--- src/rtl/spi_slave_array_if.sv ---
// Bus bundle for spi_slave_array: SPI pins, frame configuration and per-channel
// receive results, with slave (DUT) and master (driver) views.
interface spi_slave_array_if #(
    parameter int CH = 2
);
    logic              SPI_SCLK;
    logic              MOSI;
    logic              MISO;
    logic [CH-1:0]     CS;
    logic [1:0]        transaction_length;
    logic              CPOL;
    logic              CPHA;
    logic [CH*32-1:0]  tx_data;
    logic [CH*32-1:0]  rx_data;
    logic [CH-1:0]     rx_valid;
    logic              busy;
    logic              abort;
    logic              collision;

    modport slave (
        input  SPI_SCLK, MOSI, CS, transaction_length, CPOL, CPHA, tx_data,
        output MISO, rx_data, rx_valid, busy, abort, collision
    );

    modport master (
        output SPI_SCLK, MOSI, CS, transaction_length, CPOL, CPHA, tx_data,
        input  MISO, rx_data, rx_valid, busy, abort, collision
    );
endinterface

--- src/rtl/spi_slave_array.sv ---
// Multi-channel SPI slave oversampled on clk: one shared shifter serves whichever
// single chip select is asserted; frame length and SPI mode are latched per frame.
module spi_slave_array #(
    parameter int CH          = 2,
    parameter int SYNC_STAGES = 2
) (
    input logic              clk,
    input logic              rst,
    spi_slave_array_if.slave bus
);
    localparam int IW = (CH > 1) ? $clog2(CH) : 1;

    typedef enum logic [1:0] {IDLE, SHIFT, DONE} state_e;

    state_e                         state_q, state_d;
    logic [SYNC_STAGES-1:0]         sclk_sync_q;
    logic [SYNC_STAGES-1:0]         mosi_sync_q;
    logic [SYNC_STAGES-1:0][CH-1:0] cs_sync_q;
    logic                           sclk_prev_q;
    logic [IW-1:0]                  idx_q, idx_d;
    logic [5:0]                     len_bits_q, len_bits_d;
    logic                           cpol_q, cpol_d;
    logic                           cpha_q, cpha_d;
    logic [5:0]                     cnt_q, cnt_d;
    logic [31:0]                    tx_q, tx_d;
    logic [31:0]                    rx_q, rx_d;
    logic [CH*32-1:0]               rx_data_q, rx_data_d;
    logic [CH-1:0]                  rx_valid_q, rx_valid_d;
    logic                           abort_q, abort_d;

    logic          sclk_s, mosi_s;
    logic [CH-1:0] cs_s;
    logic [3:0]    low_cnt;
    logic [IW-1:0] low_idx;
    logic          collision;
    logic          sclk_edge, lead, trail, sample_edge, shift_edge;
    logic [5:0]    start_bits;

    assign sclk_s = sclk_sync_q[SYNC_STAGES-1];
    assign mosi_s = mosi_sync_q[SYNC_STAGES-1];
    assign cs_s   = cs_sync_q[SYNC_STAGES-1];

    always_ff @(posedge clk) begin
        if (!rst) begin
            sclk_sync_q <= {SYNC_STAGES{bus.CPOL}};
            mosi_sync_q <= '0;
            cs_sync_q   <= '1;
            sclk_prev_q <= bus.CPOL;
        end else begin
            sclk_sync_q <= {sclk_sync_q[SYNC_STAGES-2:0], bus.SPI_SCLK};
            mosi_sync_q <= {mosi_sync_q[SYNC_STAGES-2:0], bus.MOSI};
            cs_sync_q   <= {cs_sync_q[SYNC_STAGES-2:0], bus.CS};
            sclk_prev_q <= sclk_s;
        end
    end

    always_comb begin
        low_cnt = '0;
        low_idx = '0;
        for (int unsigned i = 0; i < CH; i++) begin
            if (!cs_s[i]) begin
                low_cnt = low_cnt + 4'd1;
                low_idx = IW'(i);
            end
        end
    end

    assign collision  = (low_cnt > 4'd1);
    assign start_bits = 6'({bus.transaction_length, 3'b000}) + 6'd8;

    // Edge polarity is judged against the latched CPOL, never the live input.
    assign sclk_edge   = (sclk_s != sclk_prev_q);
    assign lead        = sclk_edge && (sclk_prev_q == cpol_q);
    assign trail       = sclk_edge && (sclk_s == cpol_q);
    assign sample_edge = cpha_q ? trail : lead;
    assign shift_edge  = cpha_q ? (lead && (cnt_q != '0)) : trail;

    always_comb begin
        state_d    = state_q;
        idx_d      = idx_q;
        len_bits_d = len_bits_q;
        cpol_d     = cpol_q;
        cpha_d     = cpha_q;
        cnt_d      = cnt_q;
        tx_d       = tx_q;
        rx_d       = rx_q;
        rx_data_d  = rx_data_q;
        rx_valid_d = '0;
        abort_d    = 1'b0;
        case (state_q)
            IDLE: begin
                if (low_cnt == 4'd1) begin
                    state_d    = SHIFT;
                    idx_d      = low_idx;
                    len_bits_d = start_bits;
                    cpol_d     = bus.CPOL;
                    cpha_d     = bus.CPHA;
                    cnt_d      = '0;
                    rx_d       = '0;
                    // Left-align the L-bit word so the next MISO bit is always bit 31.
                    tx_d       = bus.tx_data[32*low_idx +: 32] << (6'd32 - start_bits);
                end
            end
            SHIFT: begin
                if (collision) begin
                    state_d = IDLE;
                    abort_d = 1'b1;
                end else if (cnt_q == len_bits_q) begin
                    state_d                   = DONE;
                    rx_valid_d[idx_q]         = 1'b1;
                    rx_data_d[32*idx_q +: 32] = rx_q;
                end else if (cs_s[idx_q]) begin
                    state_d = IDLE;
                    abort_d = 1'b1;
                end else begin
                    if (sample_edge) begin
                        rx_d  = {rx_q[30:0], mosi_s};
                        cnt_d = cnt_q + 6'd1;
                    end
                    if (shift_edge) begin
                        tx_d = {tx_q[30:0], 1'b0};
                    end
                end
            end
            DONE: begin
                if (cs_s[idx_q]) begin
                    state_d = IDLE;
                end
            end
            default: state_d = IDLE;
        endcase
    end

    always_ff @(posedge clk) begin
        if (!rst) begin
            state_q    <= IDLE;
            idx_q      <= '0;
            len_bits_q <= 6'd8;
            cpol_q     <= 1'b0;
            cpha_q     <= 1'b0;
            cnt_q      <= '0;
            tx_q       <= '0;
            rx_q       <= '0;
            rx_data_q  <= '0;
            rx_valid_q <= '0;
            abort_q    <= 1'b0;
        end else begin
            state_q    <= state_d;
            idx_q      <= idx_d;
            len_bits_q <= len_bits_d;
            cpol_q     <= cpol_d;
            cpha_q     <= cpha_d;
            cnt_q      <= cnt_d;
            tx_q       <= tx_d;
            rx_q       <= rx_d;
            rx_data_q  <= rx_data_d;
            rx_valid_q <= rx_valid_d;
            abort_q    <= abort_d;
        end
    end

    assign bus.MISO      = ((state_q == SHIFT) && !collision) ? tx_q[31] : 1'b0;
    assign bus.rx_data   = rx_data_q;
    assign bus.rx_valid  = rx_valid_q;
    assign bus.busy      = (state_q != IDLE);
    assign bus.abort     = abort_q;
    assign bus.collision = collision;
endmodule

--- src/flat_wrapper.sv ---
// flat-port wrapper written by rule: the top's interface ports become plain ports
module spi_slave_array_flat 
#(
    parameter int CH          = 2,
    parameter int SYNC_STAGES = 2
)
  (clk, rst, bus_SPI_SCLK, bus_MOSI, bus_CS, bus_transaction_length, bus_CPOL, bus_CPHA, bus_tx_data, bus_MISO, bus_rx_data, bus_rx_valid, bus_busy, bus_abort, bus_collision);
  spi_slave_array_if #(.CH(CH)) bus_i ();
  input logic clk;
  input logic rst;
  input wire logic [$bits(bus_i.SPI_SCLK)-1:0] bus_SPI_SCLK;
  input wire logic [$bits(bus_i.MOSI)-1:0] bus_MOSI;
  input wire logic [$bits(bus_i.CS)-1:0] bus_CS;
  input wire logic [$bits(bus_i.transaction_length)-1:0] bus_transaction_length;
  input wire logic [$bits(bus_i.CPOL)-1:0] bus_CPOL;
  input wire logic [$bits(bus_i.CPHA)-1:0] bus_CPHA;
  input wire logic [$bits(bus_i.tx_data)-1:0] bus_tx_data;
  output wire logic [$bits(bus_i.MISO)-1:0] bus_MISO;
  output wire logic [$bits(bus_i.rx_data)-1:0] bus_rx_data;
  output wire logic [$bits(bus_i.rx_valid)-1:0] bus_rx_valid;
  output wire logic [$bits(bus_i.busy)-1:0] bus_busy;
  output wire logic [$bits(bus_i.abort)-1:0] bus_abort;
  output wire logic [$bits(bus_i.collision)-1:0] bus_collision;
  assign bus_i.SPI_SCLK = bus_SPI_SCLK;
  assign bus_i.MOSI = bus_MOSI;
  assign bus_i.CS = bus_CS;
  assign bus_i.transaction_length = bus_transaction_length;
  assign bus_i.CPOL = bus_CPOL;
  assign bus_i.CPHA = bus_CPHA;
  assign bus_i.tx_data = bus_tx_data;
  assign bus_MISO = bus_i.MISO;
  assign bus_rx_data = bus_i.rx_data;
  assign bus_rx_valid = bus_i.rx_valid;
  assign bus_busy = bus_i.busy;
  assign bus_abort = bus_i.abort;
  assign bus_collision = bus_i.collision;
  spi_slave_array #(.CH(CH), .SYNC_STAGES(SYNC_STAGES)) u_core (.clk(clk), .rst(rst), .bus(bus_i));
endmodule
--- config.mk ---
export PLATFORM = sky130hd
export DESIGN_NAME = spi_slave_array_flat
export DESIGN_NICKNAME = d
export VERILOG_FILES = /design/src/rtl/spi_slave_array_if.sv /design/src/rtl/spi_slave_array.sv /design/src/flat_wrapper.sv
export SDC_FILE = /design/constraint.sdc
export NUM_CORES = 1
export LEC_CHECK = 0
export CORE_MARGIN = 2
export CORE_UTILIZATION = 25
export CTS_BUF_LIST = sky130_fd_sc_hd__clkbuf_16
export DETAILED_ROUTE_END_ITERATION = 10
export PLACE_DENSITY = 0.47
export SYNTH_ARGS = -nofsm -noshare
export SYNTH_HDL_FRONTEND = slang
export SYNTH_SLANG_ARGS = --single-unit
--- constraint.sdc ---
create_clock -name clk -period 2.3 [get_ports clk]
set_input_delay 0.575 -clock clk [delete_from_list [all_inputs] [get_ports clk]]
set_output_delay 0.575 -clock clk [all_outputs]
set_load 0.005 [all_outputs]
Word-level counts from Yosys, hierarchy flattened

Index checks and enable logic that the tools add are counted.

Register bits after elaboration: 157
Latch bits: 0
Memory bits (writable): 0
ROM bits: 0
Output and inout port bits: 70
Word-level logic and storage cells: 100
Memories: 0

Add/subtract/negate cells: 5
Multiply operators: 0
Divide/modulo/power cells: 0
$lt $le $gt $ge: 3
Equal/unequal tests: 13
Shift operators: 4
Multiplexer cells: 39
Bitwise logic cells: 4
Reduce and logical (&&, ||, !) cells: 16

Operators by type and width:

| cell                                                                            | count |
|---|---|
| 32-bit 2-to-1 mux                                                               | 10 |
| 32-bit case mux with 2 select lines                                             | 2 |
| 64-bit bitwise mux                                                              | 1 |
| 32-bit by 34-bit variable shift with 64-bit output, first input constant        | 1 |
| 32-bit by 34-bit indexed part select with 64-bit output                         | 1 |
| 64-bit by 7-bit indexed part select with 32-bit output                          | 1 |
| 6-bit negation with 34-bit output                                               | 1 |
| 32-bit by 6-bit left shift with 32-bit output                                   | 1 |
| 6-bit 2-to-1 mux                                                                | 5 |
| 1-bit 2-to-1 mux                                                                | 12 |
| 6-bit case mux with 2 select lines                                              | 1 |
| 6-bit AND reduction                                                             | 2 |
| 2-bit 2-to-1 mux                                                                | 5 |
| 5-bit by 4-bit adder with 6-bit output, second input constant                   | 1 |
| 6-bit by 1-bit adder with 6-bit output, second input constant                   | 1 |
| 6-bit equality test                                                             | 1 |
| 2-bit by 1-bit inequality test with 1-bit output, second input constant         | 3 |
| 2-bit inequality test, second input constant                                    | 3 |
| 2-bit case mux with 3 select lines                                              | 1 |
| 6-bit nonzero test                                                              | 1 |
| 6-bit subtractor, first input constant                                          | 1 |
| 1-bit logical AND                                                               | 5 |
| 4-bit by 1-bit equality test with 1-bit output, second input constant           | 1 |
| 4-bit by 1-bit greater-than comparator with 1-bit output, second input constant | 1 |
| other kinds (16)                                                                | 22 |

Depth between registers and ports, before layout

Gate-level depths: netlist of the first run.

Word-level depth: 9
Depth in mapped cells: 13
Gate-level depth less buffers: 7

Least setup slack after synthesis of the first run

No wires, ideal clock.

Path type: reg-to-reg
Start: register u_core.cs_sync_q (netlist bit u_core.cs_s[1])
End: register u_core.rx_q[25]
Setup time: 0.069 ns
Arrival: 2.470 ns
Slack: -0.239 ns
Cell stages (with the launch flop): 13
Buffers on the path: 5
Clock period less this slack: 2.539 ns
Path through: dfxtp_1 buf_6 buf_2 buf_4 inv_1 ha_1 buf_2 nand2b_1 a21oi_1 a31oi_4 buf_6 or3_1 o21ai_1

Word-level cells in the longest chain between the ends: 4
Elaborated cells on any way between the ends: 9
Those cells by class: order compare: 1; eq/ne: 4; mux: 3; reduce/logical: 1

Ends and longest elaborated chain:

| element                                                  | line                   | RTL |
|---|---|---|
| from (decl)                                              | spi_slave_array.sv:18  | `logic [SYNC_STAGES-1:0][CH-1:0] cs_sync_q;` |
| from (signal assigned)                                   | spi_slave_array.sv:52  | `cs_sync_q <= {cs_sync_q[SYNC_STAGES-2:0], bus.CS};` |
| 4-bit 2-to-1 mux                                         | spi_slave_array.sv:61  | `if (!cs_s[i]) begin` |
| 4-bit by 1-bit greater-than comparator with 1-bit output | spi_slave_array.sv:68  | `assign collision = (low_cnt > 4'd1);` |
| via bus_collision                                        | flat_wrapper.sv:23     | `output wire logic [$bits(bus_i.collision)-1:0] bus_collision;` |
| 2-bit inequality test (no source line)                   | n/a                    |  |
| 6-bit AND reduction (no source line)                     | n/a                    |  |
| to (signal assigned)                                     | spi_slave_array.sv:155 | `rx_q <= rx_d;` |
| to (decl)                                                | spi_slave_array.sv:26  | `logic [31:0] rx_q, rx_d;` |

The timed path passes the listed nets, and every way through them passes these cells. The select of a mux whose other input is x is not followed.
A chain may end at the register's enable or synchronous reset.

Final worst setup path of the first run

Start: register u_core.cs_sync_q (netlist bit u_core.cs_s[1])
End: output bus_collision

Word-level cells in the longest chain between the ends: 2

Ends and longest elaborated chain:

| element                                                  | line |
|---|---|
| 4-bit 2-to-1 mux                                         | spi_slave_array.sv:61 |
| 4-bit by 1-bit greater-than comparator with 1-bit output | spi_slave_array.sv:68 |
| to (decl)                                                | flat_wrapper.sv:23 |

No other way between the ends.

==> run summary, run 1 <==
The fraction of power consumed by combinational cells came out at 0.122. Among cell families on the critical path, the largest total delay comes from buffers and inverters. The via total after detailed routing is slightly above 6000. The number of core rows is 61.

Yosys attributes the largest share of cell area to dfxtp_1 (44%), nand2_1 (12%), a21boi_1 (6.6%). For the pin with the worst max-slew slack, the measured transition is 0.507 ns. Across the VDD grid, the largest voltage drop is around 0.00049 V. The most critical setup path has its startpoint at u_core.cs_s[1].

The global routing usage on met3 is 0.0341. The maximum single-stage delay on the critical path is roughly 0.50 ns. The area share of the largest cell type after synthesis came out at 0.437. The final core area utilization is 0.347. The total clock buffers created by CTS is 17. In this run, distinct cell masters in the synthesized netlist total 54. The largest driver fanout on the critical path came out at 8. roughly 140 I/O pins were placed. The power per cell area is roughly 650 mW/mm². In the synthesized netlist, the cells that appear most often are nand2_1 (230), dfxtp_1 (154), a21boi_1 (62), o21ai_1 (47), mux2i_1 (38). The worst setup path is launched from a flip-flop.

Summing every instance area after synthesis gives approximately 0.0071 mm². The final routed DRC violation total is 0. Counting every sink on the clock net gives 154. The register area share after synthesis came out at 0.437. The final number of setup-violating endpoints came out at 0. After clock tree synthesis, the flow added hold-fix buffers numbering 0. Input and output buffers added on the ports amount to about 140. The largest total area in the synthesized netlist belongs to dfxtp_1. The flip-flop and latch count after synthesis is 154.

The critical path required time came out at about 1.7 ns. The total count of hold-check failures in the final report was 0. The most frequently used cell type in the post-synthesis netlist is nand2_1. Across the run, the number of max-cap violations was 0. The global-route met1 utilization came out at 0.189. The detailed-route vias per instance is around 4.6. The number of synthesized flops with an enable pin came out at 0. The max-slew headroom at the worst pin came out at 0.662.

Of the total power, the share spent switching nets is 0.253. The reported net switching power is ~1.6 mW. The pin count of the biggest net entering global routing came out at 51.

The die footprint is around 0.03 mm². The final global-route overflow total is 0. The static leakage came out at approximately 3.5 nW. The worst setup path is captured at a primary output. In the global route stage, met2 resource usage came out at 0.211. The max-slew violation total from the final report came out at 0.

By startpoint and endpoint, the worst setup path is classified as reg -> out. The achievable clock frequency came out at between 0.4 and 0.5 GHz. The worst hold-check path type is reg -> reg. The number of nets produced by synthesis came out at roughly 900. The placer congestion estimate came out at approximately 0.75. The total of warnings raised by yosys came out at 0. The total chip power came out at about 6.3 mW.

The die boundary width came out at around 170 µm. The slowest stage of the critical path belongs to the cell clkdlybuf4s50_1. TritonCTS built the clock tree.

Once detailed placement completed, the half-perimeter wirelength came to 13400 µm. The fraction of final layout cells with drive strength greater than 1 came out at 0.112. The aggregate global-route resource usage came out at 0.135. After detailed routing, the average wire length per cell comes to between 10 and 15 µm. The cell-internal power came out at 4.70 mW. The number of nets in the layout is 1029.

The post-route antenna net violation count came out at 0. Setup repair after global routing left no endpoint under its margin. The gate count of the mapped netlist came out at 821. The most used flip-flop cell after synthesis is dfxtp_1.

The core area came out at between 0.02 and 0.03 mm². The global-route wire length before repair came out at 31400 µm. The signal on the critical path passes through inv_1 -> ha_2 -> buf_6 -> clkdlybuf4s50_1.

The number of standard cells in the final layout excluding fillers came out at roughly 1300. The maximum number of buffers from clock root to sink is 2. The run finished with clean final reports.

The highest-utilization routing layer at the global route stage is met2. The minimum clock period after layout came out at roughly 2.2 ns. The H-tree was split into 4 levels.

The proportion of synthesized flip-flops having asynchronous set or reset is 0. The clock latency at the later pin of the worst-skew pair is 0.42 ns. In this run the critical register-to-register path is launched from u_core.cnt_q[0].

The starting density of the core came out at 0.254. The DRC marker count from the first detailed-route iteration is between 400 and 500. The number of search-and-repair iterations in the first detailed-routing pass came out at 6. The synthesis-to-finish area growth came out at 36.8%.

The number of antenna violations at the first check in global routing is 0. The number of global-route vias before repair is about 6000. The clock share of power came out at 0.440.

The worst-case clock skew came out at about 0.011 ns. Dividing the final minimum period by the clock period gives 0.960. The worst hold path begins at u_core.cs_sync_q[0].

The count of placed standard cells including taps is 1310. The cell at the root of the clock tree is clkbuf_16. The clock-pin slew on the worst setup and hold paths came out at about 0.070 ns. From bottom edge to top edge, the die measures 172 µm. The final wirelength came out at slightly below 20000 µm. The arrival time at the worst endpoint came out at between 1.5 and 2 ns. The sequential fraction of design power is 0.439. A synthesized cell averages roughly 8.6 µm². The repair_antennas step left the layout with diodes totalling 0.

The critical path buffer and inverter count came out at 3.
[final timing paths]
check                                              end  slack [ns]  cells after the start
worst max-delay path                     bus_collision        0.09                      4
worst min-delay path                    u_core.cs_s[0]        0.41                      1
worst max register to register  u_core.bus.rx_data[61]        0.17                      8
worst min register to register          u_core.cs_s[0]        0.41                      1
[cells in the final DEF, fill, tap and decap left out, types with 5 or more instances in the layout]
| cell | synthesis | routed |
|---|---|---|
| o21ai_0 | 22 | 22 |
| or3_1 | 33 | 33 |
| a21oi_1 | 7 | 6 |
| a21boi_1 | 62 | 62 |
| o22a_1 | 8 | 8 |
| dfxtp_1 | 154 | 153 |
| buf_12 | 0 | 11 |
| mux2i_1 | 38 | 38 |
| nor2_1 | 13 | 13 |
| o21ai_1 | 47 | 47 |
| nand2b_1 | 13 | 12 |
| o2111ai_1 | 24 | 24 |
| a31o_2 | 10 | 10 |
| and2_1 | 5 | 5 |
| clkdlybuf4s50_1 | 0 | 141 |
| o211a_1 | 5 | 5 |
| a21boi_0 | 6 | 6 |
| buf_4 | 5 | 28 |
| or2_2 | 5 | 5 |
| inv_1 | 5 | 7 |
| nand2_1 | 230 | 230 |
| clkbuf_16 | 0 | 17 |
[metrics by stage]
stage | setup TNS, ns | worst slack (ns) | hold WS [ns] | cell area (µm²)
6_report | 0 | 0.0909 | 0.409 | 9650
5_1_grt | 0 | 0.00890 | 0.432 | 9650
4_1_cts | 0 | 0.0225 | 0.414 | 9640
3_5_place_dp | -0.713 | -0.0755 | 0.396 | 9060
3_3_place_gp | -0.529 | -0.0686 | 0.391 | 9060
2_1_floorplan | 0 | 0.0156 | 0.386 | 7070
[metal layers]
metal | wire, µm | vias up
met5 | 0 | -
met4 | 120 | 0
met3 | 1060 | 8
met1 | 9980 | 2876
li1 | - | 3134
met2 | 8340 | 171
[flip-flops by register name, indices dropped and copies added, names as in the netlist, 3 cells and up]
name and count:
u_core.tx_q 32, u_core.rx_q 32, u_core.len_bits_q 3, u_core.bus.rx_data 64, u_core.cnt_q 6
[power groups by stage]
stage | clock network (mW) | logic (mW) | registers, mW
finish | 2.77 | 0.766 | 2.76
floorplan | 0 | 0.457 | 2.81
detailed placement | 0 | 0.770 | 2.82
CTS | 2.86 | 0.773 | 2.76
global placement | 0 | 0.767 | 2.82
global route | 2.97 | 0.839 | 2.77
[logic make-up after synthesis]
group                    after synthesis  synth area share
AO/OA/AOI/OAI                        211             0.214
XOR/XNOR                               4           0.00497
adder cells (fa/ha/maj)                4           0.00710
buffers and inverters                 77            0.0545
flip-flops                           154             0.437
multiplexers                          47            0.0752
AND/OR/NAND/NOR                      324             0.207
[layout make-up]
type,instances,area (µm²)
Fill cell,2943,18100
Inverter,5,18.8
Clock inverter,15,151
Timing Repair Buffer,183,1870
Tap cell,378,473
Clock buffer,17,425
Multi-Input combinational cell,590,3620
Sequential cell,154,3080
[what timing repair did]
action	CTS	global route
pin swaps	0	0
cloned	0	0
setup buffers	0	0
resized for setup	1	3
setup endpoints to repair	1	4
Note: power is estimated with default switching activity, not from simulation.
==> inputs of run 2 (changes only) <==
Settings changed: CORE_ASPECT_RATIO from default to 1.2, SKIP_LAST_GASP from default to 1.
==> run 2 against run 1 <==
  * Core utilization fell by 0.18 points
  * Sequential cell count stayed put
  * Design area down 0.34%
  * Non-clock buffer count fell by 7
  * First-iteration DRC count fell by 2.3%
  * Clock skew rose by 0.0022 ns
  * Critical endpoint is now bus_busy
  * Largest cell class unchanged
  * Highest routed layer unchanged
==> run summary, run 2 (synthesis gave the netlist of run 1 again) <==
The floorplan die height is 188 µm (was 172 µm). The cell at the root of the clock tree is clkbuf_16 (unchanged). The clock tree from TritonCTS is built (unchanged). The total count of hold-check failures in the final report is 0 (unchanged).

The number of core rows is 67 (was 61). The detailed-route vias per instance is 4.58 (was 4.61). The maximum number of buffers from clock root to sink is 2 (unchanged). The placer congestion estimate is 0.770 (was 0.754). The post-detailed-route wirelength per cell was 14.6 µm (was 14.5 µm). The critical path required time came out at 1.73 ns (about the same). The die boundary width came out at 157 µm (was 172 µm).

Top library cells by usage in the layout, fill and taps aside: nand2_1 (230), dfxtp_1 (152), clkdlybuf4s50_1 (140) (was nand2_1 (230), dfxtp_1 (153), clkdlybuf4s50_1 (141)). The fraction of final layout cells with drive strength greater than 1 came to 0.109 (was 0.112). The post-route cell area is 0.00961 mm² (was 0.00965 mm²).

The aggregate global-route resource usage is 0.134 (was 0.135). The count of input and output buffers came to 143 (unchanged). The worst hold-check path type is reg -> reg (unchanged).

The number of flip-flops in the largest register came to 64 (unchanged). The power per cell area came to 651 mW/mm² (was 653 mW/mm²). The minimum clock period after layout came to 2.19 ns (was 2.21 ns).

The max-slew headroom at the worst pin is 0.631 (was 0.662). The number of global-route vias before repair came out at 5960 (was 5898). The total clock buffers created by CTS was 17 (unchanged).

The most common cell after layout, fill and taps aside is nand2_1 (unchanged). The via total after detailed routing is 6118 (was 6189). The peak supply drop came out at 0.000383 V (was 0.000490 V).

The type of the setup path with the least slack is reg -> out (unchanged). The number of fill cells in the layout is 2956 (was 2943). The number of antenna violations at the first check in global routing is 0 (unchanged). The synthesis-to-finish area growth came out at 36.3% (was 36.8%).

The kind of start point of the critical path is a flip-flop (unchanged). The clock latency at the later pin of the worst-skew pair is 0.42 ns (about the same). The hold buffer count at CTS is 0 (unchanged). The period utilization came to 0.954 (was 0.960).

The final core area utilization is 0.345 (was 0.347). The maximum single-stage delay on the critical path was 0.45 ns (was 0.50 ns). The number of search-and-repair iterations in the first detailed-routing pass was 7 (was 6). The measured slew at the worst slew-check pin is 0.554 ns (was 0.507 ns). The worst-case clock skew was 0.0135 ns (was 0.0113 ns). The core area came out at 0.0278 mm² (about the same). The largest driver fanout on the critical path was 7 (was 8).

The detailed placement HPWL is 12900 µm (was 13400 µm). The die footprint is 0.0296 mm² (about the same). The max-cap violation count is 0 (unchanged).

The total clock sinks came to 154 (unchanged). The clock-pin slew on the worst setup and hold paths came to 0.07 ns (about the same). Unrepaired setup endpoints after global routing: no (unchanged).

The endpoint kind of the worst setup timing path is a primary output (unchanged). The static leakage is 3.48 nW (was 3.50 nW). Outcome: completed (unchanged).

The post-route antenna net violation count came to 0 (unchanged). The final wirelength came out at 19500 µm (about the same). The arrival time at the worst endpoint is 1.62 ns (was 1.63 ns).

The starting density of the core came out at 0.253 (was 0.254). The pin count of the biggest net entering global routing is 75 (was 51). The standard cell area after detailed placement is 0.00903 mm² (was 0.00906 mm²). The DRC marker count from the first detailed-route iteration came to 433 (was 443). The critical path's slowest cell was clkdlybuf4s50_1 (unchanged).

The setup slack at placement came out at -0.114 ns (was -0.0755 ns). The number of top-level design ports was 144 (unchanged). The final number of setup-violating endpoints is 0 (unchanged). The total chip power is 6.25 mW (was 6.30 mW). The max-slew violation total from the final report came out at 0 (unchanged).

The final routed DRC violation total came out at 0 (unchanged). The number of nets in the layout is 1022 (was 1029). The number of buffers added for setup after CTS is 0 (unchanged). The number of diodes added for antenna fixing was 0 (unchanged).

The level count of the clock H-tree came out at 4 (unchanged). The setup slack after layout is 0.106 ns (was 0.0909 ns). The global-route wire length before repair came out at 31400 µm (unchanged). The achievable clock frequency is 0.456 GHz (was 0.453 GHz). Series of cell instances along the critical path: buf_4 -> or2_2 -> clkdlybuf4s50_1 (was inv_1 -> ha_2 -> buf_6 -> clkdlybuf4s50_1). The final global-route overflow total is 0 (unchanged).
[run 2: cell type report]
class / count / area [µm²] / area share
multi-input combinational: 590 / 3620 / 0.377
sequential: 154 / 3090 / 0.321
timing repair buffer: 176 / 1840 / 0.192
tap: 379 / 474 / 0.0493
clock buffer: 17 / 425 / 0.0443
clock inverter: 15 / 140 / 0.0146
inverter: 5 / 18.8 / 0.00195
[run 2: critical path: cells and delay by family, from the launching register on]
kind,cells,cell delay [ns]
buffers and inverters,2,0.61
and+or+nand+nor,1,0.28
DFF,1,0.32
[run 2: final timing paths]
kind | from | to | slack [ns] | depth (start not counted)
max | u_core.state_q[0] | bus_busy | 0.11 | 3
min | u_core.cs_sync_q[1] | u_core.cs_s[1] | 0.42 | 1
max reg2reg | u_core.idx_q | u_core.tx_q[2] | 0.21 | 6
min reg2reg | u_core.cs_sync_q[1] | u_core.cs_s[1] | 0.42 | 1
[run 2: metrics by stage]
| stage | hold slack, ns | instances | TNS [ns] |
|---|---|---|---|
| after floorplan | 0.386 | 821 | 0 |
| after global placement | 0.393 | 1304 | -1.19 |
| after detailed placement | 0.397 | 1304 | -1.55 |
| after CTS | 0.416 | 1336 | -0.00855 |
| after global routing | 0.445 | 1336 | 0 |
| final | 0.415 | 1336 | 0 |
[run 2: layer usage]
| layer | GRT usage | vias to the layer above | routed length [µm] |
|---|---|---|---|
| met5 | 0 | - | 0 |
| met4 | 0.0315 | 0 | 117 |
| met3 | 0.0280 | 7 | 895 |
| met2 | 0.226 | 149 | 9260 |
| met1 | 0.173 | 2849 | 9260 |
| li1 | - | 3113 | - |
[run 2: what timing repair did]
| action | 4_1_cts | 5_1_grt |
|---|---|---|
| setup endpoints to repair | 1 | 1 |
| resized for setup | 3 | 3 |
| pin swaps | 1 | 0 |
| endpoints found under the hold margin | 0 | 0 |
[run 2: report_power, final]
| part | switching (mW) | internal [mW] | total [mW] |
|---|---|---|---|
| Clock | 1.22 | 1.52 | 2.73 |
| Sequential | 0.0381 | 2.73 | 2.76 |
| Combinational | 0.385 | 0.373 | 0.758 |
==> inputs of run 3 (changes only) <==
Settings changed: GPL_ROUTABILITY_DRIVEN from default to 0, SLEW_MARGIN from default to 5.
==> results of run 3 <==
Same layout as run 2: the final DEF is identical, and so are final timing and power.
